**src/rtl/alu_seq_pkg.sv**
```systemverilog
`default_nettype none
// ============================================================================
//  Module      : alu_seq_pkg
//  Description : Shared types for the sequential ALU: opcodes, FSM states
//                and the status-flag bundle.
//  Revision    : 1.0 - initial release
// ============================================================================
package alu_seq_pkg;

    localparam int c_OP_W = 3;

    typedef enum logic [c_OP_W-1:0] {
        OP_ADD = 3'b000,
        OP_SUB = 3'b001,
        OP_AND = 3'b010,
        OP_NOT = 3'b011,
        OP_OR  = 3'b100,
        OP_XOR = 3'b101,
        OP_SHL = 3'b110,
        OP_MUL = 3'b111
    } alu_op_t;

    typedef enum logic [0:0] {
        ST_IDLE = 1'b0,
        ST_MUL  = 1'b1
    } alu_state_t;

    // Field order gives {z, n, c, v} when the struct is viewed as a vector.
    typedef struct packed {
        logic z;
        logic n;
        logic c;
        logic v;
    } alu_flags_t;

endpackage : alu_seq_pkg
`default_nettype wire

```
**src/rtl/alu_seq_core.sv**
```systemverilog
`default_nettype none
// ============================================================================
//  Module      : alu_seq_core
//  Description : Combinational single-cycle datapath (ADD..SHL) with Z/N/C/V
//                flag generation. MUL is handled iteratively by the parent.
//  Revision    : 1.0 - initial release
// ============================================================================
module alu_seq_core
    import alu_seq_pkg::*;
#(
    parameter int WIDTH = 16
) (
    input  alu_op_t           i_op,
    input  logic [WIDTH-1:0]  i_a,
    input  logic [WIDTH-1:0]  i_b,
    output logic [WIDTH-1:0]  o_res,
    output alu_flags_t        o_flags
);

    localparam int c_SHW = $clog2(WIDTH);
    localparam int c_MSB = WIDTH - 1;

    logic [WIDTH:0] w_sum;
    logic [WIDTH:0] w_diff;
    logic           w_c;
    logic           w_v;

    // One extra bit captures carry-out; for subtraction it is the borrow.
    assign w_sum  = {1'b0, i_a} + {1'b0, i_b};
    assign w_diff = {1'b0, i_a} - {1'b0, i_b};

    // Result and carry/overflow selection by opcode.
    always_comb begin
        o_res = '0;
        w_c   = 1'b0;
        w_v   = 1'b0;
        case (i_op)
            OP_ADD: begin
                o_res = w_sum[WIDTH-1:0];
                w_c   = w_sum[WIDTH];
                w_v   = (i_a[c_MSB] == i_b[c_MSB]) && (w_sum[c_MSB] != i_a[c_MSB]);
            end
            OP_SUB: begin
                o_res = w_diff[WIDTH-1:0];
                w_c   = ~w_diff[WIDTH];
                w_v   = (i_a[c_MSB] != i_b[c_MSB]) && (w_diff[c_MSB] != i_a[c_MSB]);
            end
            OP_AND: o_res = i_a & i_b;
            OP_NOT: o_res = ~i_b;
            OP_OR:  o_res = i_a | i_b;
            OP_XOR: o_res = i_a ^ i_b;
            OP_SHL: o_res = i_a << i_b[c_SHW-1:0];
            default: o_res = '0;
        endcase
    end

    assign o_flags = {(o_res == '0), o_res[c_MSB], w_c, w_v};

endmodule : alu_seq_core
`default_nettype wire

```
**src/rtl/alu_seq.sv**
```systemverilog
`default_nettype none
// ============================================================================
//  Module      : alu_seq
//  Description : Registered ALU with start/ready/done handshake. Single-cycle
//                ops complete in one clock; MUL runs a WIDTH-step
//                shift-and-add loop. Result and flags are held until the
//                next completion.
//  Revision    : 1.0 - initial release
// ============================================================================
module alu_seq
    import alu_seq_pkg::*;
#(
    parameter int WIDTH = 16
) (
    input  logic              clk,
    input  logic              reset_n,
    input  logic              start,
    input  logic [2:0]        op,
    input  logic [WIDTH-1:0]  Ain,
    input  logic [WIDTH-1:0]  Bin,
    output logic              ready,
    output logic              done,
    output logic [WIDTH-1:0]  out,
    output logic              Z,
    output logic              N,
    output logic              C,
    output logic              V
);

    localparam int               c_CW       = $clog2(WIDTH + 1);
    localparam logic [c_CW-1:0]  c_CNT_INIT = c_CW'(WIDTH);
    localparam logic [c_CW-1:0]  c_CNT_ONE  = c_CW'(1);

    alu_state_t       r_state;
    alu_state_t       w_state_nxt;
    logic             w_accept_alu;
    logic             w_accept_mul;
    logic             w_mul_last;

    logic [WIDTH-1:0] r_mcand;
    logic [WIDTH-1:0] r_mplier;
    logic [WIDTH-1:0] r_acc;
    logic [c_CW-1:0]  r_cnt;
    logic [WIDTH-1:0] w_acc_next;
    alu_flags_t       w_mul_flags;

    logic [WIDTH-1:0] r_out;
    alu_flags_t       r_flags;
    logic             r_done;

    logic [WIDTH-1:0] w_core_res;
    alu_flags_t       w_core_flags;

    alu_seq_core #(
        .WIDTH (WIDTH)
    ) u_core (
        .i_op    (alu_op_t'(op)),
        .i_a     (Ain),
        .i_b     (Bin),
        .o_res   (w_core_res),
        .o_flags (w_core_flags)
    );

    // FSM state register.
    always_ff @(posedge clk) begin
        if (!reset_n) begin
            r_state <= ST_IDLE;
        end else begin
            r_state <= w_state_nxt;
        end
    end

    // Next-state and acceptance decode; starts outside IDLE are dropped.
    always_comb begin
        w_state_nxt  = r_state;
        w_accept_alu = 1'b0;
        w_accept_mul = 1'b0;
        w_mul_last   = 1'b0;
        case (r_state)
            ST_IDLE: begin
                if (start) begin
                    if (op == OP_MUL) begin
                        w_accept_mul = 1'b1;
                        w_state_nxt  = ST_MUL;
                    end else begin
                        w_accept_alu = 1'b1;
                    end
                end
            end
            ST_MUL: begin
                if (r_cnt == c_CNT_ONE) begin
                    w_mul_last  = 1'b1;
                    w_state_nxt = ST_IDLE;
                end
            end
            default: w_state_nxt = ST_IDLE;
        endcase
    end

    // Partial product for the current multiplier bit folded into the sum.
    assign w_acc_next  = r_acc + (r_mplier[0] ? r_mcand : '0);
    assign w_mul_flags = {(w_acc_next == '0), w_acc_next[WIDTH-1], 2'b00};

    // Multiply shift/accumulate registers plus result/flag/done registers.
    always_ff @(posedge clk) begin
        if (!reset_n) begin
            r_mcand  <= '0;
            r_mplier <= '0;
            r_acc    <= '0;
            r_cnt    <= '0;
            r_out    <= '0;
            r_flags  <= '0;
            r_done   <= 1'b0;
        end else begin
            r_done <= 1'b0;
            if (w_accept_alu) begin
                r_out   <= w_core_res;
                r_flags <= w_core_flags;
                r_done  <= 1'b1;
            end
            if (w_accept_mul) begin
                r_mcand  <= Ain;
                r_mplier <= Bin;
                r_acc    <= '0;
                r_cnt    <= c_CNT_INIT;
            end
            if (r_state == ST_MUL) begin
                r_acc    <= w_acc_next;
                r_mcand  <= r_mcand << 1;
                r_mplier <= r_mplier >> 1;
                r_cnt    <= r_cnt - c_CNT_ONE;
            end
            if (w_mul_last) begin
                r_out   <= w_acc_next;
                r_flags <= w_mul_flags;
                r_done  <= 1'b1;
            end
        end
    end

    assign ready = (r_state == ST_IDLE);
    assign done  = r_done;
    assign out   = r_out;
    assign Z     = r_flags.z;
    assign N     = r_flags.n;
    assign C     = r_flags.c;
    assign V     = r_flags.v;

endmodule : alu_seq
`default_nettype wire

```
**config.mk**
```make
export PLATFORM = sky130hd
export DESIGN_NAME = alu_seq
export DESIGN_NICKNAME = d
export VERILOG_FILES = /design/src/rtl/alu_seq_pkg.sv /design/src/rtl/alu_seq_core.sv /design/src/rtl/alu_seq.sv
export SDC_FILE = /design/constraint.sdc
export NUM_CORES = 1
export LEC_CHECK = 0
export BUFFER_PORTS_ARGS = -buffer_cell sky130_fd_sc_hd__buf_2
export CAP_MARGIN = 40
export CORE_MARGIN = 10
export CORE_UTILIZATION = 55
export CTS_CLUSTER_DIAMETER = 30
export CTS_CLUSTER_SIZE = 28
export DETAILED_ROUTE_END_ITERATION = 7
export HOLD_SLACK_MARGIN = 0.12
export PLACE_DENSITY = 0.7
export SETUP_SLACK_MARGIN = 0.2
export SKIP_CTS_REPAIR_TIMING = 1
export SYNTH_ARGS = -nofsm -noshare
export SYNTH_HDL_FRONTEND = slang
export SYNTH_SLANG_ARGS = --single-unit
```
**constraint.sdc**
```tcl
create_clock -name clk -period 8.88 [get_ports clk]
set_input_delay 1.776 -clock clk [delete_from_list [all_inputs] [get_ports clk]]
set_output_delay 1.776 -clock clk [all_outputs]
set_load 0.01 [all_outputs]
```
Word level (Yosys, flattened, before mapping). Cells that the tools add are included.

Equal/unequal tests: 12. Shifts and indexed selects: 1. Reductions and logical operators: 9. $add $sub $neg: 4. Bitwise logic cells: 7. Divide/modulo/power cells: 0. Mux-type cells: 28. Multipliers: 0. $lt $le $gt $ge: 0.

Operator list (count): $mux W16 (7); $pmux W16 S7 (1); $logic_not A16 Y1 (2); $mux W15 (2); $add A16 B16 Y17 (1); $sub A16 B16 Y17 (1); $add A16 B16 Y16 (1); $and A16 B16 Y16 (1); $not A16 Y16 (1); $or A16 B16 Y16 (1); $shl A16 B4 Y16 (1); $xor A16 B16 Y16 (1); $eq A3 B3 Y1 const B (4); $mux W1 (11); $mux W5 (2); $mux W4 (2); $eq A3 B2 Y1 const B (2); $pmux W1 S2 (3); $eq A5 B1 Y1 const B (1); $sub A5 B1 Y5 const B (1); $reduce_bool A2 Y1 (2); $reduce_or A2 Y1 (2); $eq A3 B1 Y1 const B (1); $logic_not A3 Y1 (1); 4 further kinds (9).

Input bits: 38. Memories kept: 0. RAM bits: 0. Register bits after elaboration: 75. Output and inout port bits: 22. Latch bits: 0. ROM bits: 0. Logic and storage cells: 74.

Longest topological paths before layout. Gate-level depths: netlist (run 1).

Depth after elaboration: 6. Mapped depth: 13. Mapped depth without buffers: 13.

Modules after synthesis. From an unflattened synthesis (run 1), not the netlist that was laid out.

Cell total of the unflattened synthesis: 983. Area, all modules: 7255.7 um2.

Modules (own cells, without submodules): alu_seq (times used 1, cells each 510, area an instance 4001.3 um2); alu_seq_core (times used 1, cells each 473, area an instance 3254.4 um2).

Worst setup path after synthesis (run 1). No wires, ideal clock.

Path type: input to register. From: input port Bin[1]. To: register r_flags, in the netlist Z. Arrival time: 4.626 ns. Setup slack: 4.195 ns. Setup time: 0.059 ns. Path buffers: 2. Stages on the path: 13. Cell sequence: buf_6 clkbuf_1 inv_1 ha_1 a211oi_1 nor4_1 o31ai_1 or3_1 a21boi_0 a2111oi_4 o2111ai_1 nor4_1 a22o_1.

Longest elaborated chain between the ends: 5. Elaborated cells between the ends (all ways): 11. Classes of those cells: add/sub: 2; shift: 1; mux: 3; bitwise: 4; reduce/logical: 1.

RTL lines: from (decl) (RTL line alu_seq.sv:20) `input logic [WIDTH-1:0] Bin,`; $sub A16 B16 Y17, or another cell as far along (RTL line alu_seq_core.sv:30) `assign w_diff = {1'b0, i_a} - {1'b0, i_b};`; $pmux W16 S7 * (RTL line alu_seq_core.sv:37) `case (i_op)`; $logic_not A16 Y1 * (RTL line alu_seq_core.sv:57) `assign o_flags = {(o_res == '0), o_res[c_MSB], w_c, w_v};`; $mux W4 * (RTL line alu_seq.sv:116) `if (w_accept_alu) begin`; $mux W4 * (RTL line alu_seq.sv:133) `if (w_mul_last) begin`; to (signal assigned) (RTL line alu_seq.sv:118) `r_flags <= w_core_flags;`; to (signal assigned) (RTL line alu_seq.sv:135) `r_flags <= w_mul_flags;`; to (decl) (RTL line alu_seq.sv:48) `alu_flags_t r_flags;`.

Every way passes the cells marked *; elsewhere a longest branch is shown, timed or not. The select of a mux whose other input is x is not followed. A chain may end at the register's enable or synchronous reset.

Worst setup path in the final report (run 1). Ends and elaborated chain as after synthesis.

==> flow_metrics.tcl, run 1 <==
set metrics [dict create \
    start_kind "input pin" \
    grt_busiest_layer "met2" \
    syn_to_final_growth_pct 8.58 \
    path_clk_slew_ns 0.06 \
    stdcell_count 1176 \
    yosysSeqAreaShare_pct 20.6 \
    finalCriticalPeriod_ns 5.15 \
    path_class "input pin to flip-flop" \
    clock-sinks 75 \
    ir_drop_v 0.000127 \
    port_buffers 59 \
    finalClockSkew_ns 0.0108 \
    grt.overflow.total 0 \
    dp.cells 1160 \
    ys_top_cells_by_area "dfxtp_1 (21%), ha_1 (12%), nand2_1 (5.6%)" \
    end_kind "flip-flop" \
    multiInputGateArea_um2 5320 \
    synthCells 984 \
    clkPwrFrac_pct 35.6 \
    yosysWarnings 0 \
    fillers 1246 \
    wl_mm 24.6 \
    die_area_um2 18300 \
    core_um2 13100 \
    maxCapViolCount 0 \
    finalInstanceArea_um2 7930 \
    finalHoldViolations 0 \
    fin_crit_sh_pct 58.0 \
    io_pins 60 \
    initial_core_util_pct 55.6 \
    htreeDepth 3 \
    rsz0062_at_grt "false" \
    grt_pass1_vias 6764 \
    gp_congestion 1.01 \
    rows 42 \
    ys_seq_elements 75 \
    die_w_um 135 \
    ant_nets 0 \
    grt.met3_usage_pct 6.16 \
    clock_path_buffers 2 \
    num_vias 7579 \
    first_iter_violations 1050 \
    fin_ws_ns 3.73 \
    worstPathArrival_ns 5.38 \
    synth_edf_count 0 \
    met2_usage_pct 39.4 \
    dr.pass1.iters 6 \
    tns_ns 0 \
    numCtsBuffers 9 \
    yosysUniqueCellTypes 74 \
    critPathRequiredTime_ns 9.12 \
    seqPwrFrac_pct 35.2 \
    grt_usage_pct 26.1 \
    layout-drive-gt1-share_pct 10.5 \
    synth_top_area_share_pct 20.6 \
    fin_total_pwr_mw 1.04 \
    dp_hpwl_mm 18.5 \
    path_max_fanout 28 \
    slew_headroom_pct 46.4 \
    max_freq_ghz 0.194 \
    switchingPower_mw 0.356 \
    diodes 0 \
    regArea_um2 1500 \
    final_nets 1107 \
    pwr-share-comb_pct 29.2 \
    grt_pass1_wl_mm 38.0 \
    syn-num-nets 1096 \
    p_per_area_nw_per_um2 131 \
    worstMarginPinSlew_ns 0.802 \
    grt_max_degree 66 \
    dieHeight_um 135 \
    antenna_found_initial 0 \
    power.share.switching_pct 34.4 \
    hold_class "flip-flop to flip-flop" \
    p_leak_nw 3.59 \
    use_met1_pct 35.4 \
    dpl-instance-area_um2 7640 \
    cts-root-buf "clkbuf_16" \
    synth_top_cell_by_area "dfxtp_1" \
    cts_tree "built" \
    power.internal_mw 0.679 \
    syn_avg_cell_area_um2 7.42 \
    synth_area_um2 7300 \
    drc 0 \
    drv_slew 0 \
    synthArstFlopShare_pct 0 \
    status "finished, final reports clean" \
    vias_per_cell 6.44 \
    clock_latency_ns 0.35 \
    ys.flop_type "dfxtp_1" \
    post_drt_wl_per_cell_um 20.9 \
    finalSetupViolations 0 \
    dpl_worst_slack_ns 3.50 \
]
-- power groups by stage --
stage          clock network [mW]  registers (mW)  logic, mW
2_1_floorplan                   0           0.371      0.201
3_3_place_gp                    0           0.371      0.289
3_5_place_dp                    0           0.372      0.291
4_1_cts                     0.371           0.364      0.293
5_1_grt                     0.385           0.367      0.327
6_report                    0.368           0.365      0.302
-- routing by layer --
| metal | part of all wire, % | up-vias | routed length (µm) |
|---|---|---|---|
| met5 | 0 | - | 0 |
| met4 | 3.4 | 0 | 833 |
| met3 | 9.6 | 63 | 2370 |
| met2 | 43 | 407 | 10500 |
| met1 | 44 | 3481 | 10900 |
| li1 | - | 3628 | - |
-- stage by stage --
stage | util [%] | hold slack (ns)
2_1_floorplan | - | 0.432
5_1_grt | 60.4 | 0.497
4_1_cts | 60.4 | 0.472
6_report | 60.4 | 0.473
3_3_place_gp | 57.9 | 0.456
3_5_place_dp | 58.1 | 0.458
-- state kept, by name, summed over array words and instances (netlist names) --
register  count
out          16
r_acc        16
r_mcand      16
r_mplier     16
r_cnt         5
C             1
N             1
V             1
Z             1
done          1
r_state       1
-- worst max-delay path, stage by stage --
cell       delay, ns
buf_2           0.47
inv_1           0.28
fa_1            0.48
nor2b_1         0.17
o21ai_0         0.37
a21oi_1         0.13
a2111oi_0       0.61
nor3_1          0.24
a2111o_1        0.45
o211ai_1        0.13
nor2_1          0.06
a22o_1          0.20
-- worst paths after layout --
check,from,endpoint,slack (ns),cells past startpoint
max,Bin[1],Z$_SDFFE_PN0P_,3.73,12
min,r_acc[14]$_SDFFE_PN0P_,r_acc[14]$_SDFFE_PN0P_,0.47,2
max reg2reg,r_mplier[0]$_SDFFE_PN0P_,Z$_SDFFE_PN0P_,5.33,12
min reg2reg,r_acc[14]$_SDFFE_PN0P_,r_acc[14]$_SDFFE_PN0P_,0.47,2
-- layout by cell type, fill, tap and decap left out, drive strengths merged, types with 4 or more instances in the layout --
cell / n
a2111oi: 4
a211oi: 13
a21o: 8
a21oi: 78
a221oi: 14
a222oi: 6
a22oi: 4
a311oi: 14
a31oi: 6
and2: 24
and3: 13
buf: 69
clkbuf: 10
clkinv: 4
dfxtp: 75
ha: 71
inv: 53
mux2i: 16
mux4: 6
nand2: 108
nand2b: 12
nand3: 27
nand4: 7
nor2: 92
nor2b: 14
nor3: 22
nor4: 8
o211a: 19
o211ai: 30
o21a: 7
o21ai: 53
o21bai: 5
o22ai: 14
o31ai: 4
o41ai: 4
or2: 5
or3: 8
or4: 5
xnor2: 11
xor2: 12
-- cells in the mapped netlist (22+ instances only) --
library cell  count
nor3_1           22
o21ai_0          49
dfxtp_1          75
nor2_1           92
ha_1             71
inv_1            51
a21oi_1          78
clkbuf_1         57
nand2_1         108
nand3_1          27
and2_1           24
o211ai_1         30
-- logic make-up (layout without fill, tap and decap cells) --
logic type      Yosys count  count (layout)  synth area share [%]
buf+inv                 123             139                  6.56
flops                    75              75                  20.6
xor+xnor                 23              23                  2.76
simple gates            354             354                  23.1
fa+ha+maj                74              74                  13.0
mux                      25              25                  4.61
compound gates          310             310                  29.5
-- area by class of cell --
class                      instances  share of cell area [%]
sequential                        75                    18.9
tap                              176                    2.78
timing repair buffer              69                    4.92
clock inverter                     6                   0.805
inverter                          54                    2.56
multi-input combinational        786                    67.1
clock buffer                      10                    2.89
Power figures use the tool's default switching activity.
==> inputs of run 2 (changes only) <==
==> constraint.sdc (replaced) <==
create_clock -name clk -period 5 [get_ports clk]
set_input_delay 1 -clock clk [delete_from_list [all_inputs] [get_ports clk]]
set_output_delay 1 -clock clk [all_outputs]
set_load 0.01 [all_outputs]
==> run 2 against run 1 <==
  * First-iteration DRC count fell by 11%
  * Power increased by 83%
  * Final cell count is 0.43% higher
  * Sequential power up 78%
  * Utilization grew 0.44 points
  * Via count is 2.2% higher
  * Clock power grew 92%
  * Sequential share of layout area down 0.14 points
  * Hold slack worse by 0.010 ns
  * Die area did not move
  * Count of clock-buffer cells in the layout rose by 2
  * Setup slack lost 2.8 ns
==> flow_metrics.tcl, run 2 (synthesized netlist as in run 1, its figures left out) <==
set metrics [dict create \
    numCtsBuffers 9 \
    finalClockSkew_ns 0.00613 \
    final_nets 1112 \
    syn_to_final_growth_pct 9.37 \
    drc 0 \
    grt_pass1_wl_mm 40.5 \
    antenna_found_initial 0 \
    mostFrequentLayoutCell "nand2_1" \
    tns_ns 0 \
    clock_latency_ns 0.34 \
    path_max_fanout 6 \
    num_vias 7749 \
    dieHeight_um 135 \
    die_area_um2 18300 \
    p_per_area_nw_per_um2 238 \
    end_kind "flip-flop" \
    post_drt_wl_per_cell_um 21.7 \
    grt.overflow.total 0 \
    grt_pass1_vias 7146 \
    drv_slew 0 \
    clock-sinks 75 \
    grt_usage_pct 27.5 \
    critPathRequiredTime_ns 5.23 \
    status "finished, final reports clean" \
    cts_tree "built" \
    p_leak_nw 3.63 \
    ant_nets 0 \
    finalCriticalPeriod_ns 4.03 \
    worstPathArrival_ns 4.26 \
    worstMarginPinSlew_ns 0.909 \
    dr.pass1.iters 7 \
    mostFrequentLayoutCells "nand2_1 (108), nor2_1 (92), a21oi_1 (78)" \
    start_kind "input pin" \
    core_um2 13100 \
    cts-root-buf "clkbuf_16" \
    gp_congestion 1.03 \
    wl_mm 25.6 \
    grt_max_degree 85 \
    htreeDepth 3 \
    ir_drop_v 0.000152 \
    clock_path_buffers 2 \
    fin_crit_sh_pct 80.6 \
    port_buffers 59 \
    path_clk_slew_ns 0.06 \
    io_pins 60 \
    die_w_um 135 \
    finalHoldViolations 0 \
    vias_per_cell 6.56 \
    dp_hpwl_mm 19.1 \
    layout-drive-gt1-share_pct 10.8 \
    slew_headroom_pct 39.4 \
    finish.utilization_pct 60.8 \
    rsz0062_at_grt "false" \
    maxCapViolCount 0 \
    initial_core_util_pct 55.6 \
    max_freq_ghz 0.248 \
    finalSetupViolations 0 \
    diodes 0 \
    path_class "input pin to flip-flop" \
    hold_class "flip-flop to flip-flop" \
    rows 42 \
    first_iter_violations 930 \
]
run 2: power by group:
| part | switching [mW] | total, mW | internal [mW] |
|---|---|---|---|
| sequential | 0.0229 | 0.649 | 0.626 |
| clock | 0.256 | 0.707 | 0.451 |
| combinational | 0.348 | 0.542 | 0.195 |
| total | 0.626 | 1.90 | 1.27 |
run 2: final cells by class:
type	instances	area, µm²
inverter	54	203
fill	1267	5150
clock buffer	12	246
tap	176	220
timing repair buffer	74	420
sequential	75	1500
multi-input combinational	786	5320
clock inverter	4	73.8
run 2: per-layer routing:
metal  part of all wire [%]  GRT usage [%]
met3                    9.8           4.75
met5                      0              0
met4                    5.6           15.0
met1                     43           38.1
met2                     41           39.4
run 2: final timing paths:
check	startpoint	to	slack (ns)	cells after the start
min reg2reg	r_cnt[3]$_SDFFE_PN0P_	r_cnt[3]$_SDFFE_PN0P_	0.46	1
max reg2reg	r_mplier[0]$_SDFFE_PN0P_	Z$_SDFFE_PN0P_	1.46	12
max	Ain[0]	Z$_SDFFE_PN0P_	0.97	14
min	r_cnt[3]$_SDFFE_PN0P_	r_cnt[3]$_SDFFE_PN0P_	0.46	1
run 2: metrics by stage:
| step | total power, mW | setup slack, ns | hold slack, ns | std cells | cell area, µm² |
|---|---|---|---|---|---|
| after floorplan | 1.02 | 1.09 | 0.432 | 984 | 7300 |
| after global placement | 1.18 | 0.820 | 0.449 | 1165 | 7670 |
| after detailed placement | 1.18 | 0.835 | 0.459 | 1165 | 7670 |
| after CTS | 1.89 | 1.17 | 0.468 | 1181 | 7990 |
| after global routing | 1.98 | 0.765 | 0.501 | 1181 | 7990 |
| final | 1.90 | 0.972 | 0.463 | 1181 | 7990 |
run 2: worst max-delay path, stage by stage:
cell       delay (ns)
buf_2            0.14
inv_1            0.08
ha_1             0.17
inv_1            0.05
fa_1             0.41
nor2b_1          0.18
o21ai_0          0.35
a21oi_1          0.16
a2111oi_0        0.62
nor3_1           0.23
a2111o_1         0.46
o211ai_1         0.14
nor2_1           0.07
a22o_1           0.19
